==> config.mk <==
export PLATFORM = sky130hd
export DESIGN_NAME = selector_posicion_param
export DESIGN_NICKNAME = d
export VERILOG_FILES = /design/src/rtl/selector_posicion_param.sv
export SDC_FILE = /design/constraint.sdc
export NUM_CORES = 1
export LEC_CHECK = 0
export ABC_AREA = 1
export ABC_CLOCK_PERIOD_IN_PS = 3780
export BUFFER_PORTS_ARGS = -buffer_cell sky130_fd_sc_hd__buf_2
export CORE_UTILIZATION = 50
export DETAILED_ROUTE_END_ITERATION = 8
export PLACE_DENSITY_LB_ADDON = 0.1
export SLEW_MARGIN = 20
export SYNTH_ARGS = -nofsm -noshare
export SYNTH_HDL_FRONTEND = slang
export SYNTH_SLANG_ARGS = --single-unit
==> constraint.sdc <==
create_clock -name clk -period 3.78 [get_ports clk]
set_input_delay 1.134 -clock clk [delete_from_list [all_inputs] [get_ports clk]]
set_output_delay 1.134 -clock clk [all_outputs]
set_load 0.02 [all_outputs]
==> src/rtl/selector_posicion_param.sv <==
// Edit-cursor generator for the RTC setup path: moves the field address left/right inside the
// range of the active edit mode (crono/hora/fecha), with push-button auto-repeat.
module selector_posicion_param #(
  parameter int ADDR_W      = 8,
  parameter int CRONO_FIRST = 1,
  parameter int CRONO_LAST  = 4,
  parameter int HORA_FIRST  = 5,
  parameter int HORA_LAST   = 7,
  parameter int FECHA_FIRST = 8,
  parameter int FECHA_LAST  = 10,
  parameter int WRAP        = 1,
  parameter int REPEAT_DLY  = 8,
  parameter int REPEAT_PER  = 4
) (
  input  logic              clk,
  input  logic              reset,
  input  logic              enable,
  input  logic [ADDR_W-1:0] dir_in,
  input  logic [1:0]        push,
  input  logic              camb_crono,
  input  logic              camb_hora,
  input  logic              camb_fecha,
  output logic [ADDR_W-1:0] dir_out,
  output logic              dir_valid
);

  typedef enum logic [2:0] {
    S_IDLE,
    S_LOAD,
    S_READY,
    S_STEP,
    S_CLAMP,
    S_COMMIT
  } state_t;

  typedef enum logic [1:0] {
    M_NONE,
    M_CRONO,
    M_HORA,
    M_FECHA
  } mode_t;

  localparam logic [1:0] PUSH_DEC = 2'b01;
  localparam logic [1:0] PUSH_INC = 2'b10;

  localparam int CNT_MAX = (REPEAT_DLY > REPEAT_PER) ? REPEAT_DLY : REPEAT_PER;
  localparam int CNT_W   = $clog2(CNT_MAX + 1);

  state_t              state, state_nxt;
  mode_t               mode, mode_q;
  logic [ADDR_W-1:0]   cursor, cursor_nxt;
  logic [ADDR_W-1:0]   lo, hi;
  logic [1:0]          push_q;
  logic                enable_q;
  logic [CNT_W-1:0]    hold_cnt, hold_cnt_nxt;
  logic                repeating, repeating_nxt;
  logic                wrap_en;
  logic                press, held, tick;

  function automatic logic in_range(input logic [ADDR_W-1:0] a,
                                    input logic [ADDR_W-1:0] lo_b,
                                    input logic [ADDR_W-1:0] hi_b);
    return (a >= lo_b) && (a <= hi_b);
  endfunction

  always_comb begin
    if (camb_crono)      mode = M_CRONO;
    else if (camb_hora)  mode = M_HORA;
    else if (camb_fecha) mode = M_FECHA;
    else                 mode = M_NONE;
  end

  // NOTE: every signal written in always_comb gets a default first, so no path can infer a latch.
  always_comb begin
    lo = '0;
    hi = '1;
    unique case (mode)
      M_CRONO: begin lo = ADDR_W'(CRONO_FIRST); hi = ADDR_W'(CRONO_LAST); end
      M_HORA:  begin lo = ADDR_W'(HORA_FIRST);  hi = ADDR_W'(HORA_LAST);  end
      M_FECHA: begin lo = ADDR_W'(FECHA_FIRST); hi = ADDR_W'(FECHA_LAST); end
      default: ;
    endcase
  end

  // With no mode the range is the full address space, where stepping is plain modular arithmetic.
  assign wrap_en = (WRAP != 0) || (mode == M_NONE);

  assign press = ((push == PUSH_DEC) || (push == PUSH_INC)) && (push_q == 2'b00);
  assign held  = (push == push_q) && ((push == PUSH_DEC) || (push == PUSH_INC));
  assign tick  = held && (repeating ? (hold_cnt == CNT_W'(REPEAT_PER))
                                    : (hold_cnt == CNT_W'(REPEAT_DLY)));

  // After a tick the counter restarts at 1 so the next tick lands exactly REPEAT_PER cycles later.
  always_comb begin
    hold_cnt_nxt  = '0;
    repeating_nxt = 1'b0;
    if (held) begin
      if (tick) begin
        hold_cnt_nxt  = CNT_W'(1);
        repeating_nxt = 1'b1;
      end else begin
        hold_cnt_nxt  = hold_cnt + CNT_W'(1);
        repeating_nxt = repeating;
      end
    end
  end

  always_comb begin
    state_nxt  = state;
    cursor_nxt = cursor;
    if ((state != S_IDLE) && !enable) begin
      state_nxt = S_IDLE;
    end else begin
      unique case (state)
        S_IDLE: begin
          if (enable && !enable_q) state_nxt = S_LOAD;
        end
        S_LOAD: begin
          cursor_nxt = in_range(dir_in, lo, hi) ? dir_in : lo;
          state_nxt  = S_COMMIT;
        end
        S_READY: begin
          if (mode_q != mode)     state_nxt = S_CLAMP;
          else if (press || tick) state_nxt = S_STEP;
        end
        S_STEP: begin
          // push_q still holds the code that caused this step.
          unique case (push_q)
            PUSH_DEC: cursor_nxt = (cursor == lo) ? (wrap_en ? hi : lo) : cursor - ADDR_W'(1);
            PUSH_INC: cursor_nxt = (cursor == hi) ? (wrap_en ? lo : hi) : cursor + ADDR_W'(1);
            default:  ;
          endcase
          state_nxt = S_COMMIT;
        end
        S_CLAMP: begin
          if (!in_range(cursor, lo, hi)) cursor_nxt = lo;
          state_nxt = S_COMMIT;
        end
        S_COMMIT: state_nxt = S_READY;
        default:  state_nxt = S_IDLE;
      endcase
    end
  end

  // NOTE: sequential state uses non-blocking assignments so every register samples pre-edge values.
  always_ff @(posedge clk or negedge reset) begin
    if (!reset) begin
      state     <= S_IDLE;
      cursor    <= '0;
      dir_out   <= '0;
      dir_valid <= 1'b0;
      push_q    <= 2'b00;
      mode_q    <= M_NONE;
      // Starts high so an edit session only opens on a genuine rising edge of enable after reset.
      enable_q  <= 1'b1;
      hold_cnt  <= '0;
      repeating <= 1'b0;
    end else begin
      state     <= state_nxt;
      cursor    <= cursor_nxt;
      push_q    <= push;
      mode_q    <= mode;
      enable_q  <= enable;
      hold_cnt  <= hold_cnt_nxt;
      repeating <= repeating_nxt;
      dir_valid <= (state_nxt == S_COMMIT);
      if (state_nxt == S_COMMIT) dir_out <= cursor_nxt;
    end
  end

endmodule

---- Yosys cells after proc, flatten, opt, wreduce, memory -nomap -nowiden ----
Index checks and enable logic that the tools add are counted.
operators by class
  $add $sub $neg .......................... 3
  $lt $le $gt $ge ......................... 4
  equality and inequality tests ........... 20
  multiplexer cells ....................... 22
  reduce and logical (&&, ||, !) cells .... 15
operators by type and width
  operator             number
  $pmux 8 s3           2
  $mux 8               5
  $eq 8x8->1           2
  $ge 8x8->1           2
  $le 8x8->1           2
  $pmux 8 s2           1
  $mux 3               4
  $pmux 3 s4           1
  $pmux 4 s3           1
  $eq 3x3->1 const B   3
  $add 8x1->8 const B  1
  $eq 2x2->1 const B   4
  $mux 4               2
  $sub 8x1->8 const B  1
  $logic_and 1x1->1    7
  $eq 2x1->1 const B   3
  $eq 3x2->1 const B   2
  $mux 2               3
  $add 4x1->4 const B  1
  $eq 4x3->1 const B   1
  $eq 4x4->1 const B   1
  $eq 3x1->1 const B   1
  $logic_not 3->1      1
  $mux 1               3
  8 further kinds      10
storage, ports and cells
  bits in registers ....................... 30
  input bits .............................. 16
  output and inout port bits .............. 9

---- Depth between registers and ports, before layout ----
Gate-level depths: netlist (run 1).
  depth in word-level cells ............... 10
  mapped depth ............................ 20
  depth with buffers taken out ............ 20

---- Worst setup path after synthesis (run 1) ----
Ideal clock, no wire load.
  kind .................................... input -> register
  start point ............................. in camb_hora
  end point ............................... reg dir_out[1]
  setup time .............................. 65 ps
  arrival time ............................ 2998 ps
  data required time ...................... 3715 ps
  slack ................................... 717 ps
  cell stages on the path ................. 17
  buffers on the path ..................... 0
  path through ............................ inv_1 nand2_1 nand2_1 inv_1 ha_1 inv_1 ha_1 a21o_1 nor2_1 nand2_1 nand2_1 nand2_2 o21ai_1 nand2_1 o21ai_2 nand2_1 nand2_1
between the ends
  word-level cells in the longest chain between the ends .. 9
  elaborated cells between the ends (all ways) .. 27
RTL lines
  item                                             line  source
  from (decl)                                      21    input logic camb_hora,
  $mux 2 *                                         68    else if (camb_hora) mode = M_HORA;
  $mux 2 *                                         67    if (camb_crono) mode = M_CRONO;
  net mode[0]                                      50    mode_t mode, mode_q;
  $eq 2x2->1 / $eq 2x1->1 (equally long branches)  77    unique case (mode)
  $pmux 4 s3 / $pmux 8 s3 (equally long branches)  77
  $ge 8x8->1, or another cell as far along         63    return (a >= lo_b) && (a <= hi_b);
  $logic_and 1x1->1, or another cell as far along  63
  $mux 8, or another cell as far along             136   if (!in_range(cursor, lo, hi)) cursor_nxt = lo;
  $pmux 8 s3 *                                     114   unique case (state)
  $mux 8 *                                         111   if ((state != S_IDLE) && !enable) begin
  net cursor_nxt[1]                                51    logic [ADDR_W-1:0] cursor, cursor_nxt;
  to (signal assigned)                             167   if (state_nxt == S_COMMIT) dir_out <= cursor_nxt;
  to (decl)                                        23    output logic [ADDR_W-1:0] dir_out,
Mark *: on every way through the listed nets, which the timed path passes. The rest lies on a longest branch.
A chain may end at the register's enable or synchronous reset.

---- Worst setup path after layout (run 1) ----
  start point ............................. in camb_hora
  end point ............................... reg dir_out[0]
between the ends
  word-level cells in the longest chain between the ends .. 9
  elaborated cells between the ends (all ways) .. 27
RTL lines
  item                                             line
  $mux 2 *                                         68
  $mux 2 *                                         67
  net mode[1]                                      50
  $eq 2x2->1 / $eq 2x1->1 (equally long branches)  77
  $pmux 4 s3 / $pmux 8 s3 (equally long branches)  77
  $ge 8x8->1, or another cell as far along         63
  $logic_and 1x1->1, or another cell as far along  63
  $mux 8, or another cell as far along             136
  $pmux 8 s3                                       114
  $mux 8                                           111
Marked as above.

==> impl_metrics.yaml, run 1 <==
clock_tree:
  insertion_delay_ns: 0.28
  root_buffer: "clkbuf_8"
  clk_transition_reported_paths_ns: 0.06
  cts_inserted_buffers: 5
  cts_resized: 0
  clk_path_buf_depth: 2
  tritoncts: "done"
  postCtsSetupBuffers: 0
  cts.hold.buffers_added: 0
  htree_depth: 2
  clock-sinks: 30
synthesis:
  syn-mean-instance-area_um2: 7.07
  yosys.area_share.simple_pct: 38.8
  yosys_register_bits: 30
  synthesis.area_um2: 2770
  seq_area_frac_synth_pct: 27.1
  post_synth_xor_area_fraction_pct: 2.21
  synth_mux_area_share_pct: 0
  instance_count_of_the_mapped_netlist: 392
  synth_nets: 441
  yosys_warnings: 0
  yosys.area_share.adder_pct: 14.9
  dominant_combinational_cell_family_by_area_after_synthesis: "simple AND/OR/NAND/NOR gates"
  synth_cell_types: 35
  synth_compound_gate_area_share_pct: 7.95
floorplan:
  die_height_um: 76.4
  dieWidth_um: 76.4
  core-area_um2: 5200
  initial_core_utilization_pct: 53.2
  design.die.area_um2: 5840
  top_level_ports: 25
  std_cell_rows: 26
finish:
  drive_gt1_share_pct: 17.6
  leading_cell_type_in_the_layout_fill_and_taps_excluded: "nand2_1"
  antenna_cells_inserted: 0
  nets: 468
  post-route-util_pct: 58.1
  layout_common_cells: "nand2_1 (127), inv_1 (47), ha_1 (33), nand3_1 (31), dfrtp_1 (29)"
  syn2layout_area_growth_pct: 9.26
worst_setup_path:
  timing.critical_path.mode_cell: "nand2_1"
  rr_startpoint: "cursor[0]"
  worst_setup_path_end_kind: "flop"
  cell_with_the_largest_stage_delay_on_the_worst_path: "o21ai_1"
  cp.arrival_ns: 3.56
  crit_path_max_incr_delay_ns: 0.34
  timing.reg2reg.setup_slack_ns: 1.66
  timing_worst_setup_path_type: "in2reg"
  crit_path_max_fanout: 7
  setup.worst_path.start_class: "input pin"
  cp-startpoint: "camb_hora"
  worst_ep_required_time_ns: 3.95
  timing.critical_path.cells: "buf_2, o21ai_1, inv_1, ha_1, inv_1, ha_1, a21oi_1, nand4_2, nand2_2, nand2_1, nand3_1, nand2_1, o21bai_1, nand2_1"
drt:
  drt_first_pass_iters: 4
  drt_first_iter_violations: 150
  routed_via_density: 5.09
  drt_drc_violations_left: 0
  detail_route.wl_per_cell_um: 13.1
  drt_wl_total_um: 6410
  vias: 2493
  postRouteAntennaNets: 0
sta:
  clock-skew-final_ns: 0.00408
  final.setup.tns_ns: 0
  final.period_utilization_pct: 89.5
  final_max_slew_viol_count: 0
  tightestPinTransition_ns: 0.646
  timing.fmax_mhz: 296
  fin_hold_ws_ns: 0.476
  slew_headroom_pct: 56.9
  setup-violations-final: 0
  finalHoldViolations: 0
  rsz_0062_raised_after_global_routing: "no"
  fin_crit_ns: 3.38
grt:
  number_of_global_route_vias_before_repair: 2480
  first_pass_grt_wire_length_um: 11500
  gr-usage-all-layers_pct: 24.6
  grt_antenna_before_repair: 0
  grt_max_degree: 31
  grt_remaining_overflow: 0
pwr:
  pwr-share-clk_pct: 13.6
  total_switching_power_mw: 0.997
  combinationalPowerShare_pct: 59.0
  power.leakage_nw: 1.69
  p_int_mw: 0.959
  switching_share_pct: 51.0
  cellPowerDensity_nw_per_um2: 646
  vdd_ir_drop_max_v: 0.000308
  power.share.sequential_pct: 27.4
place:
  gp_congestion: 0.978
  io_buffer_count: 24
  detailedPlacementHpwl_um: 5150
job:
  max_cap_violations: 0
run_status:
  outcome: "complete, no violations"
worst_hold_path:
  hold_path.class: "reg2reg"
  worst_hold_startpoint: "dir_out[5]"
## worst paths after layout
path / end / cells after the start
min in group asynchronous: cursor[7] / 1
min reg2reg: dir_out[5] / 2
min: dir_out[5] / 2
max: dir_out[0] / 14
max reg2reg: dir_out[6] / 15
max in group asynchronous: state[2] / 1
## cell usage after synthesis (all sizes together)
cell,instances,area (um^2)
a32oi,1,8.76
o2bb2ai,1,8.76
a21o,2,15.0
or2,1,6.26
a21oi,15,75.1
nor3b,2,25.0
o21bai,3,22.5
nand3b,1,7.51
xor2,4,35.0
dfstp,1,26.3
inv,54,205
nand4,7,56.3
xnor2,3,26.3
nand3,34,185
nand2,142,576
ha,33,413
buf,3,33.8
o21ai,15,82.6
nor2,34,185
a211oi,1,7.51
dfrtp,29,726
nor3,5,35.0
dlygate4sd1,1,8.76
## registers in the layout, indices dropped and copies added, names as in the netlist
signal	flops
repeating	1
hold_cnt	4
state	3
mode_q	2
enable_q	1
push_q	2
cursor	8
dir_valid	1
dir_out	8
## layer usage
metal / part of all wire, % / GRT usage (%)
met1: 49 / 33.6
met5: 0 / 0
met2: 45 / 39.2
met3: 5.2 / 4.19
met4: 1.4 / 8.46
## stage by stage
stage	instance area [um^2]	instances	setup WS, ns	power [mW]
2_1_floorplan	2770	392	0.717	1.44
3_3_place_gp	2940	482	0.0760	1.68
5_1_grt	3030	490	0.0474	2.16
4_1_cts	3030	490	0.383	1.96
6_report	3030	490	0.397	1.96
3_5_place_dp	2940	482	0.0824	1.69
## worst max-delay path: cells and delay by family
kind                       cells  cell delay [ns]
buffers and inverters          3             0.49
and+or+nand+nor                6             0.71
adders and majority gates      2             0.58
AOI/OAI and AO/OA              3             0.64
## cells by family after synthesis
kind of cell,after synthesis
and+or+nand+nor,226
buffers and inverters,58
AOI/OAI and AO/OA,38
adders and majority gates,33
DFF,30
xor gates and xnor gates,7
## layout make-up
class,count,area [um^2]
clock buffer,7,86.3
clock inverter,1,5.00
fill,503,2180
inverter,54,205
multi-input combinational,304,1770
sequential,30,752
tap,70,87.6
timing repair buffer,24,120
## power by group through the flow
| stage | Combinational (mW) | Sequential [mW] | Clock, mW |
|---|---|---|---|
| global placement | 1.14 | 0.541 | 0 |
| floorplan | 0.892 | 0.544 | 0 |
| CTS | 1.15 | 0.535 | 0.273 |
| finish | 1.15 | 0.536 | 0.266 |
| detailed placement | 1.15 | 0.541 | 0 |
| global route | 1.32 | 0.549 | 0.288 |
Power figures use the tool's default switching activity.
==> inputs of run 2 (changes only) <==
--- a/config.mk
+++ b/config.mk
@@ -7,9 +7,9 @@
 export LEC_CHECK = 0
 export ABC_AREA = 1
 export ABC_CLOCK_PERIOD_IN_PS = 3780
-export BUFFER_PORTS_ARGS = -buffer_cell sky130_fd_sc_hd__buf_2
 export CORE_UTILIZATION = 50
 export DETAILED_ROUTE_END_ITERATION = 8
+export DONT_BUFFER_PORTS = 1
 export PLACE_DENSITY_LB_ADDON = 0.1
 export SLEW_MARGIN = 20
 export SYNTH_ARGS = -nofsm -noshare
==> impl_metrics.yaml, run 2 (synthesis results as in run 1) <==
place:
  io_buffer_count: 0
  gp_congestion: 0.911
  detailedPlacementHpwl_um: 5190
worst_setup_path:
  timing.critical_path.cells: "o21ai_1, inv_1, ha_1, inv_1, ha_1, a21oi_1, nand4_2, nand2_2, nand2_1, nand3_1, nand2_1, o21bai_1, nand2_1"
  crit_path_max_incr_delay_ns: 0.32
  cp_top_family: "simple AND/OR/NAND/NOR gates"
  setup.worst_path.start_class: "input pin"
  cp.arrival_ns: 3.42
  worst_setup_path_end_kind: "flop"
  crit_path_max_fanout: 7
  worst_ep_required_time_ns: 3.94
  cp.buffers_inverters: 2
  cell_with_the_largest_stage_delay_on_the_worst_path: "o21ai_1"
  timing_worst_setup_path_type: "in2reg"
  timing.critical_path.mode_cell: "nand2_1"
clock_tree:
  cts_resized: 0
  root_buffer: "clkbuf_8"
  postCtsSetupBuffers: 0
  cts.hold.buffers_added: 0
  htree_depth: 2
  insertion_delay_ns: 0.28
  clk_path_buf_depth: 2
  cts_inserted_buffers: 5
  clock-sinks: 30
  tritoncts: "done"
  clk_transition_reported_paths_ns: 0.07
drt:
  drt_first_iter_violations: 119
  vias: 2430
  detail_route.wl_per_cell_um: 13.7
  postRouteAntennaNets: 0
  drt_wl_total_um: 6370
  drt_drc_violations_left: 0
  routed_via_density: 5.21
  drt_first_pass_iters: 4
pwr:
  p_int_mw: 0.973
  switching_share_pct: 50.2
  vdd_ir_drop_max_v: 0.000449
  power.leakage_nw: 1.60
  finalPower_mw: 1.96
  total_switching_power_mw: 0.982
  combinationalPowerShare_pct: 53.3
  power.share.sequential_pct: 30.5
  cellPowerDensity_nw_per_um2: 669
  pwr-share-clk_pct: 16.2
sta:
  fin_crit_ns: 3.26
  setup-violations-final: 0
  clock-skew-final_ns: 0.00547
  tightestPinTransition_ns: 0.523
  final_max_slew_viol_count: 0
  timing.fmax_mhz: 306
  final.setup.tns_ns: 0
  finalHoldViolations: 0
  final.period_utilization_pct: 86.3
  slew_headroom_pct: 65.0
  rsz_0062_raised_after_global_routing: "no"
worst_hold_path:
  hold_path.class: "in2async"
grt:
  number_of_global_route_vias_before_repair: 2400
  first_pass_grt_wire_length_um: 11200
  gr-usage-all-layers_pct: 24.0
  grt_antenna_before_repair: 0
  grt_max_degree: 31
  grt_remaining_overflow: 0
finish:
  layout.filler_cells: 533
  syn2layout_area_growth_pct: 5.56
  multi_input_comb_area_um2: 1770
  layout_common_cells: "nand2_1 (127), inv_1 (47), ha_1 (33), nand3_1 (31), dfrtp_1 (29)"
  drive_gt1_share_pct: 12.9
  post-route-util_pct: 56.2
  leading_cell_type_in_the_layout_fill_and_taps_excluded: "nand2_1"
  seq_area_um2: 752
  reg_top3: "cursor x8, dir_out x8, hold_cnt x4"
  antenna_cells_inserted: 0
  nets: 444
floorplan:
  initial_core_utilization_pct: 53.2
  std_cell_rows: 26
  die_height_um: 76.4
  top_level_ports: 25
  dieWidth_um: 76.4
  design.die.area_um2: 5840
  core-area_um2: 5200
run_status:
  outcome: "complete, no violations"
job:
  max_cap_violations: 0
[run 2: changes by cell type in the layout (fill, tap and decap cells not counted)]
cell and change:
buf_2 -24, bufinv_16 +1, clkbuf_1 -1, clkbuf_8 -1
clkinv_2 +1
[run 2: worst register-to-register path, stage by stage (launching register included)]
cell and delay (ns):
dfrtp_1 0.54, ha_1 0.36, nand2_1 0.07, nor2_2 0.21, nand2_2 0.11, nand2_1 0.12, nand2_1 0.10, nand2_1 0.07
nand2_1 0.05, inv_1 0.04, nand2_1 0.07, o21bai_1 0.15, nand2_1 0.07
[run 2: area by class of cell]
type                    instances  share of cell area (%)
multi-input cells             304                    60.5
flip-flops and latches         30                    25.7
clock buffers                   5                    2.35
clock inverters                 3                    1.37
inverters                      54                    7.02
well taps                      70                    3.00
[run 2: final timing paths]
path                              from     endpoint  slack (ns)  cells after the start
max                          camb_hora   dir_out[0]        0.52                     13
max reg2reg                  cursor[6]   dir_out[0]        1.70                     12
min reg2reg                hold_cnt[0]  hold_cnt[0]        0.54                      1
max in group asynchronous        reset     enable_q        3.05                      0
min in group clk           hold_cnt[0]  hold_cnt[0]        0.54                      1
min                              reset    cursor[6]        0.54                      0
[run 2: layer usage]
metal,wire [um],up-vias,global-route usage [%]
met5,0,-,0
met1,3010,1121,32.1
met2,3010,42,40.5
met4,59,0,5.77
met3,286,6,3.59
li1,-,1261,-
[run 2: per-stage QoR]
stage | area, um^2 | instances | worst slack [ns] | hold WS [ns]
finish | 2920 | 466 | 0.517 | 0.540
global route | 2920 | 466 | 0.247 | 0.531
CTS | 2920 | 466 | 0.532 | 0.533
detailed placement | 2820 | 458 | 0.250 | 0.524
global placement | 2820 | 458 | 0.236 | 0.514
floorplan | 2770 | 392 | 0.717 | 0.470
[run 2: power by group through the flow]
| stage | Sequential (mW) | Combinational, mW | Clock, mW |
|---|---|---|---|
| floorplan | 0.544 | 0.892 | 0 |
| global placement | 0.600 | 1.03 | 0 |
| detailed placement | 0.602 | 1.04 | 0 |
| CTS | 0.596 | 1.04 | 0.324 |
| global route | 0.608 | 1.20 | 0.333 |
| finish | 0.596 | 1.04 | 0.317 |
==> inputs of run 3 (changes only) <==
--- a/config.mk
+++ b/config.mk
@@ -7,7 +7,7 @@
 export LEC_CHECK = 0
 export ABC_AREA = 1
 export ABC_CLOCK_PERIOD_IN_PS = 3780
-export CORE_UTILIZATION = 50
+export CORE_UTILIZATION = 25
 export DETAILED_ROUTE_END_ITERATION = 8
 export DONT_BUFFER_PORTS = 1
 export PLACE_DENSITY_LB_ADDON = 0.1
==> constraint.sdc (replaced) <==
create_clock -name clk -period 3.78 [get_ports clk]
set_input_delay 0.378 -clock clk [delete_from_list [all_inputs] [get_ports clk]]
set_output_delay 0.378 -clock clk [all_outputs]
set_load 0.02 [all_outputs]
==> impl_metrics.yaml, run 3 (synthesis results as in run 1) <==
worst_setup_path:
  crit_path_max_fanout: 7
  timing.critical_path.cells: "o21ai_1, inv_1, ha_1, inv_1, ha_1, a21oi_1, nand4_2, nand2_2, nand2_1, nand3_1, nand2_1, o21bai_1, nand2_1"
  rr_startpoint: "cursor[6]"
  cp_top_family: "simple AND/OR/NAND/NOR gates"
  timing_worst_setup_path_type: "in2reg"
  worst_setup_path_end_kind: "flop"
  cp.arrival_ns: 2.79
  timing.reg2reg.setup_slack_ns: 1.63
  worst_ep_required_time_ns: 3.94
  crit_path_max_incr_delay_ns: 0.33
  cell_with_the_largest_stage_delay_on_the_worst_path: "o21ai_1"
  ff2ff_path_depth: 12
  timing.critical_path.mode_cell: "nand2_1"
  end_point_of_the_critical_path: "dir_out[3]"
  r2r-end: "dir_out[3]"
  cp.buffers_inverters: 2
  cp-startpoint: "camb_hora"
  path_depth: 13
  setup.worst_path.start_class: "input pin"
grt:
  grt_remaining_overflow: 0
  grt_antenna_before_repair: 0
  gr-usage-all-layers_pct: 14.1
  grt_max_degree: 31
  first_pass_grt_wire_length_um: 12500
  number_of_global_route_vias_before_repair: 2509
finish:
  antenna_cells_inserted: 0
  layout_common_cells: "nand2_1 (127), inv_1 (47), ha_1 (33), nand3_1 (31), dfrtp_1 (29)"
  leading_cell_type_in_the_layout_fill_and_taps_excluded: "nand2_1"
  reg_top3: "cursor x8, dir_out x8, hold_cnt x4"
  drive_gt1_share_pct: 12.8
  syn2layout_area_growth_pct: 9.17
  nets: 446
  post-route-util_pct: 27.9
pwr:
  combinationalPowerShare_pct: 55.5
  total_switching_power_mw: 1.01
  p_int_mw: 0.930
  switching_share_pct: 52.0
  power.leakage_nw: 1.60
  vdd_ir_drop_max_v: 0.000237
  power.share.sequential_pct: 30.6
  pwr-share-clk_pct: 13.9
  cellPowerDensity_nw_per_um2: 641
place:
  detailedPlacementHpwl_um: 5890
  io_buffer_count: 0
  dp_worst_setup_slack_ns: 0.814
  gp_congestion: 0.845
drt:
  drt_drc_violations_left: 0
  detail_route.wl_per_cell_um: 13.9
  drt_first_pass_iters: 4
  routed_via_density: 4.50
  drt_wl_total_um: 7470
  vias: 2422
  postRouteAntennaNets: 0
  drt_first_iter_violations: 89
run_status:
  outcome: "complete, no violations"
sta:
  rsz_0062_raised_after_global_routing: "no"
  tightestPinTransition_ns: 0.576
  fin_crit_ns: 2.63
  timing.fmax_mhz: 381
  clock-skew-final_ns: 0.00727
  finalHoldViolations: 0
  slew_headroom_pct: 61.4
  setup-violations-final: 0
  final_max_slew_viol_count: 0
  final.setup.tns_ns: 0
  final.period_utilization_pct: 69.5
  fin_worst_setup_slack_ns: 1.15
worst_hold_path:
  worst_hold_startpoint: "enable"
  hold_path.class: "in2reg"
floorplan:
  dieWidth_um: 107
  std_cell_rows: 38
  design.die.area_um2: 11500
  core-area_um2: 10800
  die_height_um: 107
  top_level_ports: 25
  initial_core_utilization_pct: 25.6
clock_tree:
  htree_depth: 2
  root_buffer: "clkbuf_8"
  cts_inserted_buffers: 5
  clk_transition_reported_paths_ns: 0.07
  insertion_delay_ns: 0.28
  clock-sinks: 30
  tritoncts: "done"
  clk_path_buf_depth: 2
  postCtsSetupBuffers: 0
job:
  max_cap_violations: 0
[run 3: cell types whose count changed in the layout (fill, tap and decap cells not counted), sizes merged]
cell and delta:
dlygate4sd3 +1, clkinv -1, buf +1, bufinv -1, clkbuf +2
[run 3: per-layer routing]
layer	global-route usage [%]	up-vias	routed length [um]
met5	0	-	0
li1	-	1262	-
met4	5.87	0	236
met1	18.0	1105	3580
met3	2.48	15	246
met2	23.5	40	3410
[run 3: repair_timing]
action | 4_1_cts | 5_1_grt
hold buffers | 2 | 0
gates resized for setup | 0 | 0
endpoints found under the hold margin | 30 | 0
[run 3: power by group through the flow]
stage,Combinational [mW],Clock [mW],Sequential [mW]
floorplan,0.892,0,0.544
global placement,1.08,0,0.606
detailed placement,1.07,0,0.600
CTS,1.09,0.285,0.594
global route,1.25,0.301,0.608
finish,1.08,0.270,0.592
[run 3: worst min path at each step]
stage | endpoint | cells past startpoint
final | enable_q | 0
after floorplan | cursor[0] | 0
after CTS | enable_q | 0
after global placement | mode_q[0] | 0
after detailed placement | cursor[7] | 0
after global routing | enable_q | 0
[run 3: cell type report]
cell class,count,area (um^2)
Clock buffer,7,86.3
Multi-Input combinational cell,304,1770
Inverter,54,205
Tap cell,140,175
Clock inverter,1,5.00
Sequential cell,30,752
Fill cell,1209,7820
Timing Repair Buffer,2,30.0
[run 3: worst register-to-register path, stage by stage, from the launching register on]
cell and delay [ns]:
dfrtp_1 0.54, ha_1 0.37, nand2_1 0.07, nor2_2 0.23, nand2_2 0.12, nand2_1 0.14
nand2_1 0.09, nand2_1 0.07, nand2_1 0.05, inv_1 0.04, nand2_1 0.10, o21bai_1 0.14
nand2_1 0.06
[run 3: stage by stage]
stage	instances	power (mW)	hold WS, ns	instance area [um^2]
floorplan	392	1.44	0.0824	2770
global placement	528	1.69	0.0837	2900
detailed placement	528	1.67	0.0850	2900
CTS	538	1.96	0.0817	3020
global route	538	2.16	0.0736	3020
finish	538	1.94	0.0933	3020
